File: src/rtl/sseg_serial_driver.sv
`timescale 1ns/1ps
// Serial driver for a shift-register seven-segment display: captures a frame,
// encodes each digit (hex text or raw graphic), and shifts it out with a latch strobe.
module sseg_serial_driver #(
    parameter int DIGITS       = 8,
    parameter int CLK_DIV      = 2,
    parameter int BLINK_FRAMES = 64
) (
    input  logic                  clk,
    input  logic                  rst,
    input  logic                  start,
    input  logic                  auto_refresh,
    input  logic                  mode,
    input  logic [8*DIGITS-1:0]   disp_data,
    input  logic [DIGITS-1:0]     point,
    input  logic [DIGITS-1:0]     le,
    input  logic [DIGITS-1:0]     blink,
    output logic                  seg_clk,
    output logic                  seg_dout,
    output logic                  seg_latch,
    output logic                  busy,
    output logic                  done
);

    localparam int FRAME_BITS = 8 * DIGITS;
    localparam int BIT_W      = $clog2(FRAME_BITS);
    localparam int DIV_W      = (CLK_DIV > 1) ? $clog2(CLK_DIV) : 1;
    localparam int FRM_W      = (BLINK_FRAMES > 1) ? $clog2(BLINK_FRAMES) : 1;

    localparam logic [BIT_W-1:0] LAST_BIT  = BIT_W'(FRAME_BITS - 1);
    localparam logic [DIV_W-1:0] LAST_DIV  = DIV_W'(CLK_DIV - 1);
    localparam logic [FRM_W-1:0] LAST_FRM  = FRM_W'(BLINK_FRAMES - 1);

    localparam logic [2:0] S_IDLE     = 3'd0;
    localparam logic [2:0] S_SHIFT_LO = 3'd1;
    localparam logic [2:0] S_SHIFT_HI = 3'd2;
    localparam logic [2:0] S_LATCH    = 3'd3;
    localparam logic [2:0] S_DONE     = 3'd4;

    logic [2:0]            r_state;
    logic [DIV_W-1:0]      r_div_cnt;
    logic [BIT_W-1:0]      r_bit_cnt;
    logic [FRAME_BITS-1:0] r_shift;
    logic [FRM_W-1:0]      r_frame_cnt;
    logic                  r_blink_phase;
    logic                  r_seg_clk;
    logic                  r_seg_dout;
    logic                  r_seg_latch;
    logic                  r_busy;
    logic                  r_done;

    logic [2:0]            w_state_nxt;
    logic [DIV_W-1:0]      w_div_nxt;
    logic [BIT_W-1:0]      w_bit_nxt;
    logic [FRAME_BITS-1:0] w_shift_nxt;
    logic [FRAME_BITS-1:0] w_frame;
    logic                  w_shifting_nxt;

    // Active-low {g,f,e,d,c,b,a} for one hex nibble.
    function automatic logic [6:0] hex_segments(input logic [3:0] nib);
        case (nib)
            4'h0: hex_segments = 7'h40;
            4'h1: hex_segments = 7'h79;
            4'h2: hex_segments = 7'h24;
            4'h3: hex_segments = 7'h30;
            4'h4: hex_segments = 7'h19;
            4'h5: hex_segments = 7'h12;
            4'h6: hex_segments = 7'h02;
            4'h7: hex_segments = 7'h78;
            4'h8: hex_segments = 7'h00;
            4'h9: hex_segments = 7'h10;
            4'hA: hex_segments = 7'h08;
            4'hB: hex_segments = 7'h03;
            4'hC: hex_segments = 7'h46;
            4'hD: hex_segments = 7'h21;
            4'hE: hex_segments = 7'h06;
            default: hex_segments = 7'h0E;
        endcase
    endfunction

    // NOTE: every combinational output gets a default before any branch, so no latch is inferred.
    always_comb begin
        w_frame = '1;
        for (int i = 0; i < DIGITS; i++) begin
            if (!le[i] || (blink[i] && r_blink_phase))
                w_frame[8*i +: 8] = 8'hFF;
            else if (mode)
                w_frame[8*i +: 8] = disp_data[8*i +: 8];
            else
                w_frame[8*i +: 8] = {~point[i], hex_segments(disp_data[4*i +: 4])};
        end
    end

    always_comb begin
        w_state_nxt = r_state;
        w_div_nxt   = r_div_cnt;
        w_bit_nxt   = r_bit_cnt;
        w_shift_nxt = r_shift;
        case (r_state)
            S_IDLE: begin
                if (start || auto_refresh) begin
                    w_state_nxt = S_SHIFT_LO;
                    w_div_nxt   = '0;
                    w_bit_nxt   = '0;
                    w_shift_nxt = w_frame;
                end
            end
            S_SHIFT_LO: begin
                if (r_div_cnt == LAST_DIV) begin
                    w_state_nxt = S_SHIFT_HI;
                    w_div_nxt   = '0;
                end else begin
                    w_div_nxt = r_div_cnt + 1'b1;
                end
            end
            S_SHIFT_HI: begin
                if (r_div_cnt == LAST_DIV) begin
                    w_div_nxt = '0;
                    if (r_bit_cnt == LAST_BIT) begin
                        w_state_nxt = S_LATCH;
                    end else begin
                        w_state_nxt = S_SHIFT_LO;
                        w_bit_nxt   = r_bit_cnt + 1'b1;
                        w_shift_nxt = {r_shift[FRAME_BITS-2:0], 1'b0};
                    end
                end else begin
                    w_div_nxt = r_div_cnt + 1'b1;
                end
            end
            S_LATCH: begin
                if (r_div_cnt == LAST_DIV) begin
                    w_state_nxt = S_DONE;
                    w_div_nxt   = '0;
                end else begin
                    w_div_nxt = r_div_cnt + 1'b1;
                end
            end
            default: w_state_nxt = S_IDLE;
        endcase
    end

    assign w_shifting_nxt = (w_state_nxt == S_SHIFT_LO) || (w_state_nxt == S_SHIFT_HI);

    // Pin outputs are registered from the next state so the board sees glitch-free levels.
    // NOTE: sequential state uses non-blocking assignments so all registers update together.
    always_ff @(posedge clk or posedge rst) begin
        if (rst) begin
            r_state     <= S_IDLE;
            r_div_cnt   <= '0;
            r_bit_cnt   <= '0;
            r_shift     <= '0;
            r_seg_clk   <= 1'b0;
            r_seg_dout  <= 1'b0;
            r_seg_latch <= 1'b0;
            r_busy      <= 1'b0;
            r_done      <= 1'b0;
        end else begin
            r_state     <= w_state_nxt;
            r_div_cnt   <= w_div_nxt;
            r_bit_cnt   <= w_bit_nxt;
            r_shift     <= w_shift_nxt;
            r_seg_clk   <= (w_state_nxt == S_SHIFT_HI);
            r_seg_dout  <= w_shifting_nxt & w_shift_nxt[FRAME_BITS-1];
            r_seg_latch <= (w_state_nxt == S_LATCH);
            r_busy      <= w_shifting_nxt || (w_state_nxt == S_LATCH);
            r_done      <= (w_state_nxt == S_DONE);
        end
    end

    always_ff @(posedge clk or posedge rst) begin
        if (rst) begin
            r_frame_cnt   <= '0;
            r_blink_phase <= 1'b0;
        end else if (r_state == S_DONE) begin
            if (r_frame_cnt == LAST_FRM) begin
                r_frame_cnt   <= '0;
                r_blink_phase <= ~r_blink_phase;
            end else begin
                r_frame_cnt <= r_frame_cnt + 1'b1;
            end
        end
    end

    assign seg_clk   = r_seg_clk;
    assign seg_dout  = r_seg_dout;
    assign seg_latch = r_seg_latch;
    assign busy      = r_busy;
    assign done      = r_done;

endmodule

File: config.mk
export PLATFORM = sky130hd
export DESIGN_NAME = sseg_serial_driver
export DESIGN_NICKNAME = d
export VERILOG_FILES = /design/src/rtl/sseg_serial_driver.sv
export SDC_FILE = /design/constraint.sdc
export NUM_CORES = 1
export LEC_CHECK = 0
export ABC_AREA = 1
export BUFFER_PORTS_ARGS = -buffer_cell sky130_fd_sc_hd__clkbuf_2
export CAP_MARGIN = 20
export CORE_MARGIN = 1
export CORE_UTILIZATION = 59
export DETAILED_ROUTE_END_ITERATION = 10
export HOLD_SLACK_MARGIN = 0.05
export PLACE_DENSITY = 0.82
export SLEW_MARGIN = 0
export SYNTH_ARGS = -nofsm -noshare
export SYNTH_HDL_FRONTEND = slang
export SYNTH_SLANG_ARGS = --single-unit
File: constraint.sdc
create_clock -name clk -period 3.9 [get_ports clk]
set_input_delay 0.78 -clock clk [delete_from_list [all_inputs] [get_ports clk]]
set_output_delay 0.78 -clock clk [all_outputs]
set_load 0.02 [all_outputs]
==> flow_summary.toml, run 1 <==
[worst_hold_path]
min_path_cells = 2
holdCritPathClass = "reg -> reg"

[power]
clockPowerShare_pct = 21.4
pwr-share-seq_pct = 38.3
netSwitchingPower_w = 0.00161
leakagePower_nw = 3.91
vdd_drop_max_uv = 407
switching_share_pct = 40.4
p_int_w = 0.00237
comb_power_share_pct = 40.2
power_density_nw_per_um2 = 536

[timing]
finalSetupTns_ns = 0
finalSetupViolations = 0
fmax_mhz = 480
period_needed_ns = 2.08
finalCritPeriodShare_pct = 53.4
finalHoldViolations = 0
slew_viol_final = 0
maxSlewHeadroom_pct = 43.0
rsz0062_at_grt = "false"
clock-skew-final_ns = 0.00574
setup_slack_ns = 1.82
tightest_slew_ns = 0.856

[layout]
layout-drive-gt1-share_pct = 12.8
regArea_um2 = 2150
fill_cells = 977
finalNonFillerCells = 1216
fin_nets = 1214
syn_to_final_growth_pct = 11.3
antenna_cells = 0
mostFrequentLayoutCells = "433 x nand2_1, 106 x nand3_1, 97 x clkbuf_2"
mostFrequentLayoutCell = "nand2_1"
multi_input_area_um2 = 3980

[worst_setup_path]
worst_setup_path_end_kind = "flop"
crit_path_top_delay_cell = "buf_4"
cp.arrival_ns = 2.36
slowest_delay_ns = 0.57
reg2reg_depth = 8
start_kind = "input pin"
path_class = "in -> reg"
path_cells = "clkbuf_2 > buf_4 > nand2_1 > o21ai_0 > o21ai_0 > nand2_1 > nor2_1 > nor2_1"
cp.required_ns = 4.17
path_max_fanout = 56

[placed_design]
dp_hpwl_mm = 11.8
dp_slack_ns = 1.51
gp_congestion = 0.867
portBuffers = 97
dp.cells = 1200

[clock_tree]
cts_buffers = 9
cts-hold-fix-buffers = 0
htree_num_levels = 3
post_cts_resized = 0
post_cts_buffers = 0
cts_root_buf = "clkbuf_16"
clk_path_buf_depth = 2
clkTransAtPathRegs_ns = 0.06
cts_tree = "built"
cts.sinks = 86
insertion_delay_ns = 0.34

[yosys]
ys_warn_count = 0
yosysSeqAreaShare_pct = 32.3
syn-num-nets = 1148
avgSynthCellArea_um2 = 6.63
synthTopCellsByArea = "dfrtp_1 32%, nand2_1 24%, ha_1 9.4%"
synthAdderAreaFrac_pct = 9.38
synth_xor_area_share_pct = 0.526
ys_types = 29
synth_largest_area_cell = "dfrtp_1"
synth_compound_area_share_pct = 12.7
synth-simple-area-share_pct = 37.0
synth-seq-cells = 86
synthMuxAreaShare_pct = 0
syn_inst = 1005
syn_area_um2 = 6670
synth_top_area_share_pct = 32.3
synth_top_family_by_area = "simple AND/OR/NAND/NOR gates"

[floorplan]
row_count = 38
core-area_um2 = 10900
ios = 98
initial_core_util_pct = 61.0
dieArea_um2 = 11700
fp.dieH_um = 108
fp.dieW_um = 108

[detailed_routing]
ant_nets = 0
drt_iter0_drc = 494
routed_wirelength_mm = 16.6
wire_per_inst_um = 13.6
drc_errors = 0
routed_via_density = 5.49
dr.pass1.iters = 5
vias = 6673

[job]
cap_violations = 0

[global_route]
grt_usage_pct = 30.0
grt_pass1_wl_mm = 27.8
grt_pass1_vias = 6060
grt.overflow.total = 0
grt_max_degree = 59
grt_antenna_before_repair = 0

[outcome]
outcome = "complete, no violations"
synth_stat cells (all sizes together):
| library cell | number |
|---|---|
| nand4 | 7 |
| a21oi | 78 |
| dfrtp | 86 |
| xor2 | 3 |
| clkbuf | 11 |
| nand3b | 2 |
| inv | 69 |
| a31oi | 1 |
| nor2 | 39 |
| o21a | 1 |
| buf | 38 |
| ha | 50 |
| nand2 | 437 |
| nand3 | 107 |
| o22ai | 7 |
| and2 | 4 |
| o211ai | 18 |
| xnor2 | 1 |
| o21ai | 46 |
logic make-up after synthesis:
group	count (synthesis)
flops	86
buf+inv	118
simple gates	596
xor+xnor	4
compound gates	151
fa+ha+maj	50
layout make-up:
type	count	area share (%)
tap	140	2.36
inverter	69	3.51
timing repair buffer	104	7.59
sequential	86	29.0
clock inverter	5	0.793
multi-input combinational	801	53.6
clock buffer	11	3.14
stage by stage:
step / total power [W] / utilization, % / cell area, µm² / hold slack [ns]
finish: 0.00397 / 67.8 / 7420 / 0.483
global route: 0.00429 / 67.8 / 7420 / 0.510
CTS: 0.00398 / 67.8 / 7420 / 0.486
detailed placement: 0.00312 / 65.2 / 7130 / 0.475
global placement: 0.00307 / 65.2 / 7130 / 0.467
floorplan: 0.00278 / - / 6670 / 0.449
registers in the layout (all words and copies together), names as in the netlist:
signal / count
done: 1
r_state: 3
r_blink_phase: 1
r_shift: 64
r_div_cnt: 1
busy: 1
seg_latch: 1
r_frame_cnt: 6
r_bit_cnt: 6
seg_dout: 1
seg_clk: 1
layer usage:
layer	vias to the layer above	track usage, %	part of all wire, %
met3	41	3.92	5.9
li1	3369	-	-
met1	3011	40.0	45
met4	0	10.5	2.7
met2	252	50.3	47
met5	-	0	0
power groups by stage:
| stage | Clock, W | Combinational (W) | Sequential, W |
|---|---|---|---|
| floorplan | 0 | 0.00128 | 0.00149 |
| finish | 0.000851 | 0.00160 | 0.00152 |
| detailed placement | 0 | 0.00159 | 0.00152 |
| CTS | 0.000855 | 0.00161 | 0.00152 |
| global route | 0.000904 | 0.00182 | 0.00157 |
| global placement | 0 | 0.00155 | 0.00152 |
worst max-delay path, delay by kind of cell:
kind,cells,cell delay (ns)
AND/OR/NAND/NOR,4,0.43
buffers and inverters,2,0.95
AO/OA/AOI/OAI,2,0.17
path summary, 6_finish.rpt:
kind                                 start     endpoint  slack, ns
worst min register to register  r_shift[4]   r_shift[4]       0.48
worst min-delay path            r_shift[4]   r_shift[4]       0.48
min in group asynchronous              rst  r_shift[50]       0.55
worst max-delay path                  mode     seg_dout       1.82
max in group asynchronous              rst  r_shift[14]       2.50
worst max register to register  r_state[2]     seg_dout       1.83
Note: power is estimated with default switching activity, not from simulation.
==> run 2: changes to the inputs <==
--- a/config.mk
+++ b/config.mk
@@ -9,10 +9,10 @@
 export BUFFER_PORTS_ARGS = -buffer_cell sky130_fd_sc_hd__clkbuf_2
 export CAP_MARGIN = 20
 export CORE_MARGIN = 1
-export CORE_UTILIZATION = 59
+export CORE_UTILIZATION = 53
 export DETAILED_ROUTE_END_ITERATION = 10
 export HOLD_SLACK_MARGIN = 0.05
-export PLACE_DENSITY = 0.82
+export PLACE_DENSITY = 0.78
 export SLEW_MARGIN = 0
 export SYNTH_ARGS = -nofsm -noshare
 export SYNTH_HDL_FRONTEND = slang
==> constraint.sdc (replaced) <==
create_clock -name clk -period 1.65 [get_ports clk]
set_input_delay 0.33 -clock clk [delete_from_list [all_inputs] [get_ports clk]]
set_output_delay 0.33 -clock clk [all_outputs]
set_load 0.02 [all_outputs]
==> run 2 against run 1 <==
Compared with the run above: die area rose by 11%; combinational power rose to 2.6 times the previous value; clock skew barely moved; utilization fell by 4.3 points; hold slack got worse by 0.18 ns; final cell count rose by 3.7%; routed wire length fell by 1.4%; first-iteration DRC count fell by 8.1%; power rose by 140%; sequential power rose by 140%; critical endpoint is now r_shift[20]; largest cell class unchanged.
==> flow_summary.toml, run 2 (same netlist as run 1, synthesis figures left out) <==
[timing]
finalCritPeriodShare_pct = 93.6
whs_ns = 0.303
fmax_mhz = 648
maxSlewHeadroom_pct = 76.7
finalHoldViolations = 0
slew_viol_final = 0
finalSetupViolations = 0
finalSetupTns_ns = 0
period_needed_ns = 1.54
clock-skew-final_ns = 0.00598
tightest_slew_ns = 0.345

[detailed_routing]
topRoutingLayerUsed = "met4"
ant_nets = 0
wl_met2_mm = 7.58
wire_per_inst_um = 13.0
vias = 6600
dr.pass1.iters = 5
wl_met1_mm = 7.58
drc_errors = 0
route.met3.wl_um = 741
routed_via_density = 5.23
drt_iter0_drc = 454
routed_wirelength_mm = 16.4

[worst_setup_path]
start_kind = "flop"
path_max_fanout = 34
cp.arrival_ns = 1.77
worst_setup_path_end_kind = "flop"
cp.required_ns = 1.87
path_class = "reg -> reg"

[clock_tree]
cts_tree = "built"
htree_num_levels = 3
insertion_delay_ns = 0.35
cts_buffers = 9
cts_root_buf = "clkbuf_16"
cts.sinks = 86
clk_path_buf_depth = 2
clkTransAtPathRegs_ns = 0.06

[global_route]
grt_antenna_before_repair = 0
grt_pass1_vias = 6127
grt_usage_pct = 26.8
grt.overflow.total = 0
grt_pass1_wl_mm = 27.8
grt_max_degree = 46

[layout]
mostFrequentLayoutCells = "433 x nand2_1, 106 x nand3_1, 97 x clkbuf_2"
multi_input_area_um2 = 3980
regArea_um2 = 2150
largest_reg_flops = 64
mostFrequentLayoutCell = "nand2_1"
layout-drive-gt1-share_pct = 14.4
fill_cells = 1181
fin_nets = 1231
antenna_cells = 0
syn_to_final_growth_pct = 15.4
regMostFlops = "r_shift"
reg.largest.list = "r_shift x64, r_bit_cnt x6, r_frame_cnt x6"

[power]
leakagePower_nw = 4.03
vdd_drop_max_uv = 968
power_density_nw_per_um2 = 1260

[floorplan]
row_count = 40
ios = 98
fp.dieW_um = 114
core-area_um2 = 12100
dieArea_um2 = 13000
fp.dieH_um = 114
initial_core_util_pct = 55.0

[placed_design]
gp_congestion = 0.900
portBuffers = 97
dp_hpwl_mm = 11.9

[outcome]
outcome = "complete, no violations"

[job]
cap_violations = 0

[worst_hold_path]
holdCritPathClass = "in -> reg"
[run 2: cell types whose count changed in the layout (fill, tap and decap cells not counted), sizes merged]
cell,delta
clkinv,+1
clkbuf,-1
buf,+16
bufinv,-1
dlygate4sd3,+1
clkinvlp,+1
[run 2: final timing paths]
check | endpoint | start | slack (ns) | cells past startpoint
max in group asynchronous | r_shift[4] | rst | 0.72 | 4
setup / recovery | r_shift[20] | r_state[2] | 0.11 | 8
min in group asynchronous | r_shift[41] | rst | 0.46 | 3
setup reg to reg | r_shift[20] | r_state[2] | 0.11 | 8
hold reg to reg | r_shift[0] | r_shift[0] | 0.48 | 2
hold / removal | r_shift[52] | disp_data[52] | 0.30 | 5
[run 2: layout make-up]
class | count | share of cell area, %
Multi-Input combinational cell | 801 | 51.7
Tap cell | 168 | 2.73
Clock buffer | 10 | 3.11
Sequential cell | 86 | 28.0
Timing Repair Buffer | 121 | 10.5
Inverter | 69 | 3.41
Clock inverter | 6 | 0.602
[run 2: through the flow]
stage,worst slack [ns],instance area [µm²],util (%),std cells,total power (W)
2_1_floorplan,0.149,6670,-,1005,0.00657
3_3_place_gp,0.184,7380,60.9,1241,0.00752
3_5_place_dp,0.140,7380,60.9,1241,0.00765
4_1_cts,0.106,7670,63.3,1258,0.00965
5_1_grt,-0.00535,7700,63.5,1261,0.0104
6_report,0.106,7700,63.5,1261,0.00967
[run 2: what timing repair did]
item                                   CTS  global route
endpoints found under the hold margin    6             0
resized for setup                        0             1
setup endpoints to repair                0            12
buffers inserted                         0             3
hold buffers                             1             0
[run 2: critical path, stage by stage (launching register included)]
cell     delay (ns)
dfrtp_1        0.42
nor2_4         0.16
nand2_2        0.08
nor2_4         0.19
buf_4          0.16
nor2_4         0.05
buf_12         0.17
nand2_1        0.08
nand3_1        0.09
[run 2: layer usage]
layer,GRT usage (%),vias up
met5,0,-
met4,10.3,0
met3,4.87,36
met2,45.6,178
met1,33.8,2979
li1,-,3407
[run 2: power breakdown]
group / total, W / internal [W] / leakage, nW / switching, W
combinational: 0.00411 / 0.00164 / 2.84 / 0.00247
clock: 0.00196 / 0.00107 / 0.135 / 0.000888
sequential: 0.00360 / 0.00308 / 1.05 / 0.000521
total: 0.00967 / 0.00579 / 4.03 / 0.00388
